`config.mk`:
```
export PLATFORM = sky130hd
export DESIGN_NAME = axil_master_ctrl_flat
export DESIGN_NICKNAME = d
export VERILOG_FILES = /design/src/rtl/axil_master_ctrl_if.sv /design/src/rtl/axil_master_ctrl.sv /design/src/flat_wrapper.sv
export SDC_FILE = /design/constraint.sdc
export NUM_CORES = 1
export LEC_CHECK = 0
export BUFFER_PORTS_ARGS = -buffer_cell sky130_fd_sc_hd__buf_2
export CAP_MARGIN = 10
export CORE_AREA = 10 10 114 127
export CTS_BUF_LIST = sky130_fd_sc_hd__clkbuf_16
export DETAILED_ROUTE_END_ITERATION = 6
export DIE_AREA = 0 0 124 137
export GPL_ROUTABILITY_DRIVEN = 0
export PLACE_DENSITY = 0.8
export SLEW_MARGIN = 20
export SYNTH_ARGS = -nofsm -noshare
export SYNTH_HDL_FRONTEND = slang
export SYNTH_SLANG_ARGS = --single-unit
```
`constraint.sdc`:
```
create_clock -name clk -period 6.15 [get_ports clk]
set_input_delay 1.23 -clock clk [delete_from_list [all_inputs] [get_ports clk]]
set_output_delay 1.23 -clock clk [all_outputs]
set_load 0.05 [all_outputs]
```
`src/rtl/axil_master_ctrl_if.sv`:
```
// Command/response port plus AXI4-Lite master channels for axil_master_ctrl.
// The master modport is the controller's view; slave is the bench/slave view.
interface axil_master_ctrl_if #(
  parameter int unsigned ADDR_W = 32
);
  localparam int unsigned DATA_W = 32;

  logic              cmd_valid;
  logic              cmd_ready;
  logic              cmd_we;
  logic [ADDR_W-1:0] cmd_addr;
  logic [DATA_W-1:0] cmd_wdata;
  logic              rsp_valid;
  logic [DATA_W-1:0] rsp_rdata;
  logic [1:0]        rsp_resp;
  logic              rsp_timeout;

  logic [ADDR_W-1:0] M_AXI_AWADDR;
  logic              M_AXI_AWVALID;
  logic              M_AXI_AWREADY;
  logic [DATA_W-1:0] M_AXI_WDATA;
  logic [3:0]        M_AXI_WSTRB;
  logic              M_AXI_WVALID;
  logic              M_AXI_WREADY;
  logic [1:0]        M_AXI_BRESP;
  logic              M_AXI_BVALID;
  logic              M_AXI_BREADY;
  logic [ADDR_W-1:0] M_AXI_ARADDR;
  logic              M_AXI_ARVALID;
  logic              M_AXI_ARREADY;
  logic [DATA_W-1:0] M_AXI_RDATA;
  logic [1:0]        M_AXI_RRESP;
  logic              M_AXI_RVALID;
  logic              M_AXI_RREADY;

  modport master (
    input  cmd_valid, cmd_we, cmd_addr, cmd_wdata,
    output cmd_ready, rsp_valid, rsp_rdata, rsp_resp, rsp_timeout,
    output M_AXI_AWADDR, M_AXI_AWVALID, input M_AXI_AWREADY,
    output M_AXI_WDATA, M_AXI_WSTRB, M_AXI_WVALID, input M_AXI_WREADY,
    input  M_AXI_BRESP, M_AXI_BVALID, output M_AXI_BREADY,
    output M_AXI_ARADDR, M_AXI_ARVALID, input M_AXI_ARREADY,
    input  M_AXI_RDATA, M_AXI_RRESP, M_AXI_RVALID, output M_AXI_RREADY
  );

  modport slave (
    output cmd_valid, cmd_we, cmd_addr, cmd_wdata,
    input  cmd_ready, rsp_valid, rsp_rdata, rsp_resp, rsp_timeout,
    input  M_AXI_AWADDR, M_AXI_AWVALID, output M_AXI_AWREADY,
    input  M_AXI_WDATA, M_AXI_WSTRB, M_AXI_WVALID, output M_AXI_WREADY,
    output M_AXI_BRESP, M_AXI_BVALID, input M_AXI_BREADY,
    input  M_AXI_ARADDR, M_AXI_ARVALID, output M_AXI_ARREADY,
    output M_AXI_RDATA, M_AXI_RRESP, M_AXI_RVALID, input M_AXI_RREADY
  );
endinterface

```
`src/rtl/axil_master_ctrl.sv`:
```
// Single-outstanding AXI4-Lite master driven from a command/response port,
// with a per-transaction timeout so a hung slave cannot stall the caller.
module axil_master_ctrl #(
  parameter int unsigned ADDR_W  = 32,
  parameter int unsigned TIMEOUT = 255
) (
  input logic                 clk,
  input logic                 rst,
  axil_master_ctrl_if.master  bus
);
  localparam int unsigned DATA_W = 32;
  localparam int unsigned CNT_W  = 16;

  typedef enum logic [2:0] {S_IDLE, S_WA, S_WB, S_RA, S_RD, S_RSP} state_e;

  state_e              state_q, state_d;
  logic                aw_done_q, aw_done_d;
  logic                w_done_q, w_done_d;
  logic [CNT_W-1:0]    cnt_q, cnt_d, cnt_inc;
  logic [ADDR_W-1:0]   addr_q, addr_d;
  logic [DATA_W-1:0]   wdata_q, wdata_d;
  logic [DATA_W-1:0]   rdata_q, rdata_d;
  logic [1:0]          resp_q, resp_d;
  logic                to_q, to_d;
  logic                expired;

  // Expiry is judged on the incremented count so TIMEOUT busy cycles elapse.
  assign cnt_inc = cnt_q + CNT_W'(1);
  assign expired = (TIMEOUT != 0) && (cnt_inc == CNT_W'(TIMEOUT));

  always_ff @(posedge clk) begin
    if (rst) state_q <= S_IDLE;
    else     state_q <= state_d;
  end

  always_ff @(posedge clk) begin
    if (rst) begin
      aw_done_q <= 1'b0;
      w_done_q  <= 1'b0;
      cnt_q     <= '0;
      addr_q    <= '0;
      wdata_q   <= '0;
      rdata_q   <= '0;
      resp_q    <= '0;
      to_q      <= 1'b0;
    end else begin
      aw_done_q <= aw_done_d;
      w_done_q  <= w_done_d;
      cnt_q     <= cnt_d;
      addr_q    <= addr_d;
      wdata_q   <= wdata_d;
      rdata_q   <= rdata_d;
      resp_q    <= resp_d;
      to_q      <= to_d;
    end
  end

  // Next state; a real response always takes priority over expiry.
  always_comb begin
    state_d   = state_q;
    aw_done_d = aw_done_q;
    w_done_d  = w_done_q;
    cnt_d     = cnt_q;
    addr_d    = addr_q;
    wdata_d   = wdata_q;
    rdata_d   = rdata_q;
    resp_d    = resp_q;
    to_d      = to_q;
    unique case (state_q)
      S_IDLE: begin
        cnt_d     = '0;
        aw_done_d = 1'b0;
        w_done_d  = 1'b0;
        if (bus.cmd_valid) begin
          addr_d  = bus.cmd_addr;
          wdata_d = bus.cmd_wdata;
          rdata_d = '0;
          resp_d  = '0;
          to_d    = 1'b0;
          state_d = bus.cmd_we ? S_WA : S_RA;
        end
      end
      S_WA: begin
        cnt_d     = cnt_inc;
        aw_done_d = aw_done_q | bus.M_AXI_AWREADY;
        w_done_d  = w_done_q  | bus.M_AXI_WREADY;
        if (aw_done_d && w_done_d) begin
          state_d = S_WB;
        end else if (expired) begin
          resp_d  = 2'b11;
          to_d    = 1'b1;
          state_d = S_RSP;
        end
      end
      S_WB: begin
        cnt_d = cnt_inc;
        if (bus.M_AXI_BVALID) begin
          resp_d  = bus.M_AXI_BRESP;
          state_d = S_RSP;
        end else if (expired) begin
          resp_d  = 2'b11;
          to_d    = 1'b1;
          state_d = S_RSP;
        end
      end
      S_RA: begin
        cnt_d = cnt_inc;
        if (bus.M_AXI_ARREADY) begin
          state_d = S_RD;
        end else if (expired) begin
          resp_d  = 2'b11;
          to_d    = 1'b1;
          state_d = S_RSP;
        end
      end
      S_RD: begin
        cnt_d = cnt_inc;
        if (bus.M_AXI_RVALID) begin
          rdata_d = bus.M_AXI_RDATA;
          resp_d  = bus.M_AXI_RRESP;
          state_d = S_RSP;
        end else if (expired) begin
          resp_d  = 2'b11;
          to_d    = 1'b1;
          state_d = S_RSP;
        end
      end
      S_RSP:   state_d = S_IDLE;
      default: state_d = S_IDLE;
    endcase
  end

  // Every output is a register or a decode of registered state.
  always_comb begin
    bus.cmd_ready     = (state_q == S_IDLE);
    bus.rsp_valid     = (state_q == S_RSP);
    bus.rsp_rdata     = rdata_q;
    bus.rsp_resp      = resp_q;
    bus.rsp_timeout   = to_q;
    bus.M_AXI_AWADDR  = addr_q;
    bus.M_AXI_AWVALID = (state_q == S_WA) && !aw_done_q;
    bus.M_AXI_WDATA   = wdata_q;
    bus.M_AXI_WSTRB   = 4'hf;
    bus.M_AXI_WVALID  = (state_q == S_WA) && !w_done_q;
    bus.M_AXI_BREADY  = (state_q == S_WB);
    bus.M_AXI_ARADDR  = addr_q;
    bus.M_AXI_ARVALID = (state_q == S_RA);
    bus.M_AXI_RREADY  = (state_q == S_RD);
  end
endmodule

```
`src/flat_wrapper.sv`:
```
// flat-port wrapper written by rule: the top's interface ports become plain ports
module axil_master_ctrl_flat 
#(
  parameter int unsigned ADDR_W  = 32,
  parameter int unsigned TIMEOUT = 255
)
  (clk, rst, bus_cmd_valid, bus_cmd_we, bus_cmd_addr, bus_cmd_wdata, bus_cmd_ready, bus_rsp_valid, bus_rsp_rdata, bus_rsp_resp, bus_rsp_timeout, bus_M_AXI_AWADDR, bus_M_AXI_AWVALID, bus_M_AXI_AWREADY, bus_M_AXI_WDATA, bus_M_AXI_WSTRB, bus_M_AXI_WVALID, bus_M_AXI_WREADY, bus_M_AXI_BRESP, bus_M_AXI_BVALID, bus_M_AXI_BREADY, bus_M_AXI_ARADDR, bus_M_AXI_ARVALID, bus_M_AXI_ARREADY, bus_M_AXI_RDATA, bus_M_AXI_RRESP, bus_M_AXI_RVALID, bus_M_AXI_RREADY);
  axil_master_ctrl_if #(.ADDR_W(ADDR_W)) bus_i ();
  input logic clk;
  input logic rst;
  input wire logic [$bits(bus_i.cmd_valid)-1:0] bus_cmd_valid;
  input wire logic [$bits(bus_i.cmd_we)-1:0] bus_cmd_we;
  input wire logic [$bits(bus_i.cmd_addr)-1:0] bus_cmd_addr;
  input wire logic [$bits(bus_i.cmd_wdata)-1:0] bus_cmd_wdata;
  output wire logic [$bits(bus_i.cmd_ready)-1:0] bus_cmd_ready;
  output wire logic [$bits(bus_i.rsp_valid)-1:0] bus_rsp_valid;
  output wire logic [$bits(bus_i.rsp_rdata)-1:0] bus_rsp_rdata;
  output wire logic [$bits(bus_i.rsp_resp)-1:0] bus_rsp_resp;
  output wire logic [$bits(bus_i.rsp_timeout)-1:0] bus_rsp_timeout;
  output wire logic [$bits(bus_i.M_AXI_AWADDR)-1:0] bus_M_AXI_AWADDR;
  output wire logic [$bits(bus_i.M_AXI_AWVALID)-1:0] bus_M_AXI_AWVALID;
  input wire logic [$bits(bus_i.M_AXI_AWREADY)-1:0] bus_M_AXI_AWREADY;
  output wire logic [$bits(bus_i.M_AXI_WDATA)-1:0] bus_M_AXI_WDATA;
  output wire logic [$bits(bus_i.M_AXI_WSTRB)-1:0] bus_M_AXI_WSTRB;
  output wire logic [$bits(bus_i.M_AXI_WVALID)-1:0] bus_M_AXI_WVALID;
  input wire logic [$bits(bus_i.M_AXI_WREADY)-1:0] bus_M_AXI_WREADY;
  input wire logic [$bits(bus_i.M_AXI_BRESP)-1:0] bus_M_AXI_BRESP;
  input wire logic [$bits(bus_i.M_AXI_BVALID)-1:0] bus_M_AXI_BVALID;
  output wire logic [$bits(bus_i.M_AXI_BREADY)-1:0] bus_M_AXI_BREADY;
  output wire logic [$bits(bus_i.M_AXI_ARADDR)-1:0] bus_M_AXI_ARADDR;
  output wire logic [$bits(bus_i.M_AXI_ARVALID)-1:0] bus_M_AXI_ARVALID;
  input wire logic [$bits(bus_i.M_AXI_ARREADY)-1:0] bus_M_AXI_ARREADY;
  input wire logic [$bits(bus_i.M_AXI_RDATA)-1:0] bus_M_AXI_RDATA;
  input wire logic [$bits(bus_i.M_AXI_RRESP)-1:0] bus_M_AXI_RRESP;
  input wire logic [$bits(bus_i.M_AXI_RVALID)-1:0] bus_M_AXI_RVALID;
  output wire logic [$bits(bus_i.M_AXI_RREADY)-1:0] bus_M_AXI_RREADY;
  assign bus_i.cmd_valid = bus_cmd_valid;
  assign bus_i.cmd_we = bus_cmd_we;
  assign bus_i.cmd_addr = bus_cmd_addr;
  assign bus_i.cmd_wdata = bus_cmd_wdata;
  assign bus_cmd_ready = bus_i.cmd_ready;
  assign bus_rsp_valid = bus_i.rsp_valid;
  assign bus_rsp_rdata = bus_i.rsp_rdata;
  assign bus_rsp_resp = bus_i.rsp_resp;
  assign bus_rsp_timeout = bus_i.rsp_timeout;
  assign bus_M_AXI_AWADDR = bus_i.M_AXI_AWADDR;
  assign bus_M_AXI_AWVALID = bus_i.M_AXI_AWVALID;
  assign bus_i.M_AXI_AWREADY = bus_M_AXI_AWREADY;
  assign bus_M_AXI_WDATA = bus_i.M_AXI_WDATA;
  assign bus_M_AXI_WSTRB = bus_i.M_AXI_WSTRB;
  assign bus_M_AXI_WVALID = bus_i.M_AXI_WVALID;
  assign bus_i.M_AXI_WREADY = bus_M_AXI_WREADY;
  assign bus_i.M_AXI_BRESP = bus_M_AXI_BRESP;
  assign bus_i.M_AXI_BVALID = bus_M_AXI_BVALID;
  assign bus_M_AXI_BREADY = bus_i.M_AXI_BREADY;
  assign bus_M_AXI_ARADDR = bus_i.M_AXI_ARADDR;
  assign bus_M_AXI_ARVALID = bus_i.M_AXI_ARVALID;
  assign bus_i.M_AXI_ARREADY = bus_M_AXI_ARREADY;
  assign bus_i.M_AXI_RDATA = bus_M_AXI_RDATA;
  assign bus_i.M_AXI_RRESP = bus_M_AXI_RRESP;
  assign bus_i.M_AXI_RVALID = bus_M_AXI_RVALID;
  assign bus_M_AXI_RREADY = bus_i.M_AXI_RREADY;
  axil_master_ctrl #(.ADDR_W(ADDR_W), .TIMEOUT(TIMEOUT)) u_core (.clk(clk), .rst(rst), .bus(bus_i));
endmodule
```
; ---- Yosys cells after proc, flatten, opt, wreduce, memory -nomap -nowiden
; Cells that the tools add are included.
[totals]
ff_bits = 120
in_bits = 109
out_inout_bits = 142
word_cells = 67
[op_classes]
n_addsub = 1
n_eq_ne = 12
muxes = 28
n_bitwise = 2
n_reduce_logical = 15
[ops]
columns = op, n
row1 = $mux W32, 2
row2 = $pmux W32 S2, 1
row3 = $pmux W16 S2, 1
row4 = $mux W3, 6
row5 = $add A16 B1 Y16 const B, 1
row6 = $eq A16 B8 Y1 const B, 1
row7 = $pmux W3 S5, 1
row8 = $mux W2, 7
row9 = $ne A2 B2 Y1 const B, 6
row10 = $pmux W2 S5, 1
row11 = $eq A3 B2 Y1 const B, 2
row12 = $eq A3 B3 Y1 const B, 2
row13 = $mux W1, 6
row14 = $reduce_and A6 Y1, 1
row15 = $reduce_bool A2 Y1, 3
row16 = $pmux W1 S5, 1
row17 = $reduce_bool A5 Y1, 1
row18 = $pmux W1 S2, 2
row19 = $reduce_and A4 Y1, 1
row20 = $reduce_or A4 Y1, 1
row21 = $eq A3 B1 Y1 const B, 1
row22 = $logic_and A1 B1 Y1, 3
row23 = $logic_not A3 Y1, 1
row24 = $reduce_and A3 Y1, 1
row25 = 3 further kinds, 5

; ---- Depth between registers and ports, before layout
[logic_depth]
ltp_word = 5
mapped_depth = 7
mapped_depth_nobuf = 6

; ---- Worst setup path before layout
; OpenSTA, ideal clock, no wires.
[synth_timing]
kind = register to output
start = register u_core.state_q[0]
end = output bus_M_AXI_ARVALID
t_arrival_ns = 2.095
required_time_ns = 4.920
slack_ns = 2.825
stages_incl_launch_ff = 4
n_path_buf = 2
cell_sequence = dfxtp_1 -> clkbuf_1 -> buf_1 -> nor3b_1
[synth_via]
elab_chain_cells = 1
[synth_rtl]
columns = element, line_no
row1 = from (decl), axil_master_ctrl.sv:16  ; state_e state_q, state_d;
row2 = from (signal assigned), axil_master_ctrl.sv:33  ; else state_q <= state_d;
row3 = $eq A3 B2 Y1, axil_master_ctrl.sv:147  ; bus.M_AXI_ARVALID = (state_q == S_RA);
row4 = to (decl), flat_wrapper.sv:31  ; output wire logic [$bits(bus_i.M_AXI_ARVALID)-1:0] bus_M_AXI_ARVALID;
; Every way passes these cells.

; ---- Final worst setup path
[layout_timing]
start = register u_core.state_q[2]
end = output bus_cmd_ready
[layout_via]
elab_chain_cells = 1
[layout_rtl]
columns = element, line_no
row1 = $logic_not A3 Y1, axil_master_ctrl.sv:135  ; bus.cmd_ready = (state_q == S_IDLE);
row2 = to (decl), flat_wrapper.sv:15  ; output wire logic [$bits(bus_i.cmd_ready)-1:0] bus_cmd_ready;
; Every way passes these cells.

==> impl_results.html <==
<table>
<tr><th>Metric</th><th>Value</th></tr>
<tr><th colspan="2">Outcome</th></tr>
<tr><td>Outcome</td><td>finished clean</td></tr>
<tr><th colspan="2">Setup path</th></tr>
<tr><td>Highest net fanout along the worst path</td><td>19</td></tr>
<tr><td>Reg-to-reg critical path startpoint</td><td>u_core.state_q[0]$_SDFFE_PP0P_</td></tr>
<tr><td>Setup slack of the most critical reg-to-reg path</td><td>~3200 ps</td></tr>
<tr><td>Terminus of the critical flop-to-flop path</td><td>u_core.bus.rsp_rdata[15]$_SDFFE_PP0P_</td></tr>
<tr><td>Required time worst endpoint</td><td>between 4000 and 5000 ps</td></tr>
<tr><td>First element of the critical path</td><td>u_core.state_q[2]$_SDFFE_PP0P_</td></tr>
<tr><td>Cell depth of the worst flop-to-flop path</td><td>6</td></tr>
<tr><td>Cells along the critical path</td><td>nor3_2, buf_2</td></tr>
<tr><td>Buffering stage count on the worst path with inverters included</td><td>1</td></tr>
<tr><td>Critical path data arrival time</td><td>1960 ps</td></tr>
<tr><td>Start-to-end type of the worst setup path</td><td>register to output pin</td></tr>
<tr><td>CP Depth</td><td>2</td></tr>
<tr><td>Peak per-stage delay on the critical path</td><td>between 600 and 700 ps</td></tr>
<tr><td>CP endpoint kind</td><td>output pin</td></tr>
<tr><td>Startpoint types</td><td>register</td></tr>
<tr><td>Largest delay contributor family on the critical path</td><td>simple AND/OR/NAND/NOR gates</td></tr>
<tr><td>Critical Path End</td><td>bus_cmd_ready</td></tr>
<tr><td>Cell type of the slowest stage on the worst timing path</td><td>sky130_fd_sc_hd__nor3_2</td></tr>
<tr><th colspan="2">Clocking</th></tr>
<tr><td>Clock buffer count from CTS</td><td>17</td></tr>
<tr><td>Number of buffers added to fix hold violations after cts</td><td>0</td></tr>
<tr><td>Setup fix buffers added after clock tree synthesis</td><td>0</td></tr>
<tr><td>Library cell used as clock root buffer</td><td>sky130_fd_sc_hd__clkbuf_16</td></tr>
<tr><td>Worst-Skew Late Latency</td><td>between 400 and 500 ps</td></tr>
<tr><td>CTS-repair resized insts</td><td>0</td></tr>
<tr><td>H-tree levels</td><td>4</td></tr>
<tr><td>Clock tree from TritonCTS</td><td>built</td></tr>
<tr><td>Register clock-pin slew on the reported worst setup and hold paths</td><td>60 ps</td></tr>
<tr><td>Sink Count</td><td>120</td></tr>
<tr><td>Maximum number of buffers from clock root to sink</td><td>2</td></tr>
<tr><th colspan="2">Synthesis</th></tr>
<tr><td>Synth Instances</td><td>slightly below 700</td></tr>
<tr><td>YS warnings</td><td>0</td></tr>
<tr><td>Netlist area before placement</td><td>5240 sq um</td></tr>
<tr><td>FF+latch count, synth</td><td>120</td></tr>
<tr><td>Top flip-flop cell by instance count after synthesis</td><td>sky130_fd_sc_hd__dfxtp_1</td></tr>
<tr><td>Post-synthesis cell type count</td><td>50</td></tr>
<tr><td>Fraction of registers with async set/reset</td><td>0</td></tr>
<tr><td>Sequential fraction of the synthesis area</td><td>0.458</td></tr>
<tr><td>Mean instance size in the synthesized netlist</td><td>7.65 sq um</td></tr>
<tr><td>Number of enable flip-flop cells after synthesis</td><td>0</td></tr>
<tr><th colspan="2">Floorplan</th></tr>
<tr><td>Vertical die dimension</td><td>between 100 and 150 microns</td></tr>
<tr><td>Core area</td><td>11800 sq um</td></tr>
<tr><td>IO Pins</td><td>roughly 250</td></tr>
<tr><td>Die Area</td><td>between 15000 and 20000 sq um</td></tr>
<tr><td>Initial cell density of the core</td><td>0.443</td></tr>
<tr><td>Cell Rows</td><td>42</td></tr>
<tr><td>X dimension of the die</td><td>approximately 120 microns</td></tr>
<tr><th colspan="2">Routing</th></tr>
<tr><td>Average detailed-routed wire length per instance</td><td>between 15 and 20 microns</td></tr>
<tr><td>Top layer reached by signal wires</td><td>met4</td></tr>
<tr><td>Via density per instance</td><td>slightly above 5</td></tr>
<tr><td># DRC</td><td>0</td></tr>
<tr><td>Routed wire length on met2</td><td>slightly above 8 mm</td></tr>
<tr><td>First-pass DRT Iterations</td><td>6</td></tr>
<tr><td>Total wire length</td><td>~17 mm</td></tr>
<tr><td>Wire length on met3</td><td>1.90 mm</td></tr>
<tr><td>Number of nets with antenna violations after routing</td><td>0</td></tr>
<tr><td>Initial DRC Count</td><td>~410</td></tr>
<tr><td>Via Count</td><td>5305</td></tr>
<tr><td>M1 WL</td><td>around 6 mm</td></tr>
<tr><th colspan="2">Placed design</th></tr>
<tr><td>Worst slack at placement</td><td>2820 ps</td></tr>
<tr><td>Buffers added on ports</td><td>around 250</td></tr>
<tr><td>DP Wirelength</td><td>between 10 and 15 mm</td></tr>
<tr><td>Placed cell area</td><td>approximately 6300 sq um</td></tr>
<tr><th colspan="2">Power</th></tr>
<tr><td>Power density over the cells</td><td>around 460 nW/um^2</td></tr>
<tr><td>Peak VDD IR</td><td>approximately 0.28 mV</td></tr>
<tr><td>Static leakage</td><td>3.05 nW</td></tr>
<tr><th colspan="2">GRT</th></tr>
<tr><td>Number of global-route vias before repair</td><td>approximately 4800</td></tr>
<tr><td>Combined global-route utilization of all metal layers</td><td>0.183</td></tr>
<tr><td>Total congestion overflow</td><td>0</td></tr>
<tr><td>Wire length of the first global-routing pass</td><td>25.0 mm</td></tr>
<tr><td>Maximum number of pins on one net before global-route repair</td><td>77</td></tr>
<tr><td>Number of antenna violations at the first check in global routing</td><td>1</td></tr>
<tr><th colspan="2">Timing</th></tr>
<tr><td>Crit path time final</td><td>roughly 3200 ps</td></tr>
<tr><td>Share of the clock period used by the worst path after layout</td><td>0.519</td></tr>
<tr><td>Count of final hold-check violations</td><td>0</td></tr>
<tr><td>Relative slew margins</td><td>0.313</td></tr>
<tr><td>Number of endpoints failing setup at the final stage</td><td>0</td></tr>
<tr><td>Tightest Pin Transition</td><td>1030 ps</td></tr>
<tr><td>Layout Skew</td><td>10.9 ps</td></tr>
<tr><td>Max Clk Rate</td><td>around 310 MHz</td></tr>
<tr><td>Smallest setup slack after layout</td><td>about 3000 ps</td></tr>
<tr><td>Unrepaired setup endpoints after global routing</td><td>no</td></tr>
<tr><td>Setup TNS after final layout</td><td>0 ps</td></tr>
<tr><td>Max-slew violation count</td><td>0</td></tr>
<tr><th colspan="2">Finish</th></tr>
<tr><td>Commonest cells after routing, fill and taps aside</td><td>sky130_fd_sc_hd__buf_2, sky130_fd_sc_hd__nand2_1, sky130_fd_sc_hd__dfxtp_1, sky130_fd_sc_hd__a21oi_1, sky130_fd_sc_hd__nand3_1</td></tr>
<tr><td>Number of fillers in the final layout</td><td>around 1100</td></tr>
<tr><td>Fin nets</td><td>just under 1000</td></tr>
<tr><td>Layout cells sized above 1</td><td>0.338</td></tr>
<tr><td>Most common cell after layout, fill and taps aside</td><td>sky130_fd_sc_hd__buf_2</td></tr>
<tr><td>Area of all placed cells without fillers</td><td>slightly below 7000 sq um</td></tr>
<tr><td>Growth of design area from synthesis to finish</td><td>30.7%</td></tr>
<tr><th colspan="2">Job</th></tr>
<tr><td>Maxcap violations</td><td>0</td></tr>
<tr><th colspan="2">Hold path</th></tr>
<tr><td>Hold Path Class</td><td>register to register</td></tr>
</table>
[how the worst min path moves through the flow]
stage                                           from                                     to  slack (ps)  depth (start not counted)
2_1_floorplan           u_core.cnt_q[1]$_SDFFE_PP0P_           u_core.cnt_q[1]$_SDFFE_PP0P_         490                          2
3_5_place_dp    u_core.bus.rsp_rdata[2]$_SDFFE_PP0P_   u_core.bus.rsp_rdata[2]$_SDFFE_PP0P_         440                          2
3_3_place_gp    u_core.bus.rsp_rdata[7]$_SDFFE_PP0P_   u_core.bus.rsp_rdata[7]$_SDFFE_PP0P_         440                          2
4_1_cts         u_core.bus.rsp_rdata[2]$_SDFFE_PP0P_   u_core.bus.rsp_rdata[2]$_SDFFE_PP0P_         450                          2
6_report        u_core.bus.rsp_rdata[2]$_SDFFE_PP0P_   u_core.bus.rsp_rdata[2]$_SDFFE_PP0P_         450                          2
5_1_grt        u_core.bus.rsp_rdata[26]$_SDFFE_PP0P_  u_core.bus.rsp_rdata[26]$_SDFFE_PP0P_         470                          2
[cells by family after synthesis]
logic type | count (synthesis) | share of synthesized area
and+or+nand+nor | 289 | 0.241
AOI/OAI and AO/OA | 167 | 0.183
DFF | 120 | 0.458
buffers and inverters | 99 | 0.0998
xor gates and xnor gates | 6 | 0.0100
adders and majority gates | 2 | 0.00477
other | 1 | 0.000715
muxes | 1 | 0.00191
[metal layers]
layer / vias to the layer above / global-route usage
met4: 0 / 0.0794
li1: 2664 / -
met2: 212 / 0.303
met1: 2404 / 0.201
met5: - / 0
met3: 25 / 0.0775
[stage by stage]
stage | power (W) | instances | util | hold slack, ps
CTS | 0.00321 | 1036 | 0.579 | 448
finish | 0.00318 | 1037 | 0.579 | 448
global route | 0.00334 | 1037 | 0.579 | 465
global placement | 0.00220 | 1004 | 0.529 | 437
detailed placement | 0.00222 | 1004 | 0.529 | 440
floorplan | 0.00197 | 688 | - | 489
[layout make-up]
type / instances / area (sq um) / area share
Sequential cell: 120 / 2400 / 0.351
Multi-Input combinational cell: 469 / 2350 / 0.342
Timing Repair Buffer: 253 / 1290 / 0.188
Clock buffer: 17 / 425 / 0.0621
Tap cell: 154 / 193 / 0.0281
Clock inverter: 15 / 165 / 0.0241
Inverter: 8 / 30.0 / 0.00438
Antenna cell: 1 / 2.50 / 0.000365
[worst min-delay path: stages, from the launching register on]
cell                      delay, ps
sky130_fd_sc_hd__dfxtp_1        300
sky130_fd_sc_hd__nand2_1         50
sky130_fd_sc_hd__a21oi_1         50
[sequential cells by signal, indices dropped and copies added (netlist names)]
signal                   cells
u_core.bus.rsp_resp          2
u_core.cnt_q                16
u_core.bus.M_AXI_WDATA      32
u_core.bus.rsp_timeout       1
u_core.state_q               3
u_core.bus.rsp_rdata        32
u_core.w_done_q              1
u_core.aw_done_q             1
u_core.bus.M_AXI_ARADDR     32
[power by group]
group / total [W] / leakage, nW / switching [W] / internal, W
sequential: 0.000976 / 0.977 / 0.0000916 / 0.000884
combinational: 0.00122 / 1.79 / 0.000948 / 0.000270
clock: 0.000984 / 0.289 / 0.000379 / 0.000605
total: 0.00318 / 3.05 / 0.00142 / 0.00176
[synthesized netlist by cell type (all sizes together) (4+ instances only)]
library cell / count / area share
nand2: 184 / 0.13
dfxtp: 120 / 0.46
a21oi: 117 / 0.11
buf: 46 / 0.062
clkbuf: 45 / 0.032
nand3: 44 / 0.042
nor2: 19 / 0.014
nor3: 14 / 0.014
o21ai: 12 / 0.011
inv: 8 / 0.0057
a31oi: 6 / 0.0072
a211oi: 5 / 0.0072
nand4: 5 / 0.0084
a311oi: 4 / 0.0067
o21a: 4 / 0.0057
or3: 4 / 0.0048
xnor2: 4 / 0.0067
No activity file was read; power rests on OpenSTA's default activity.
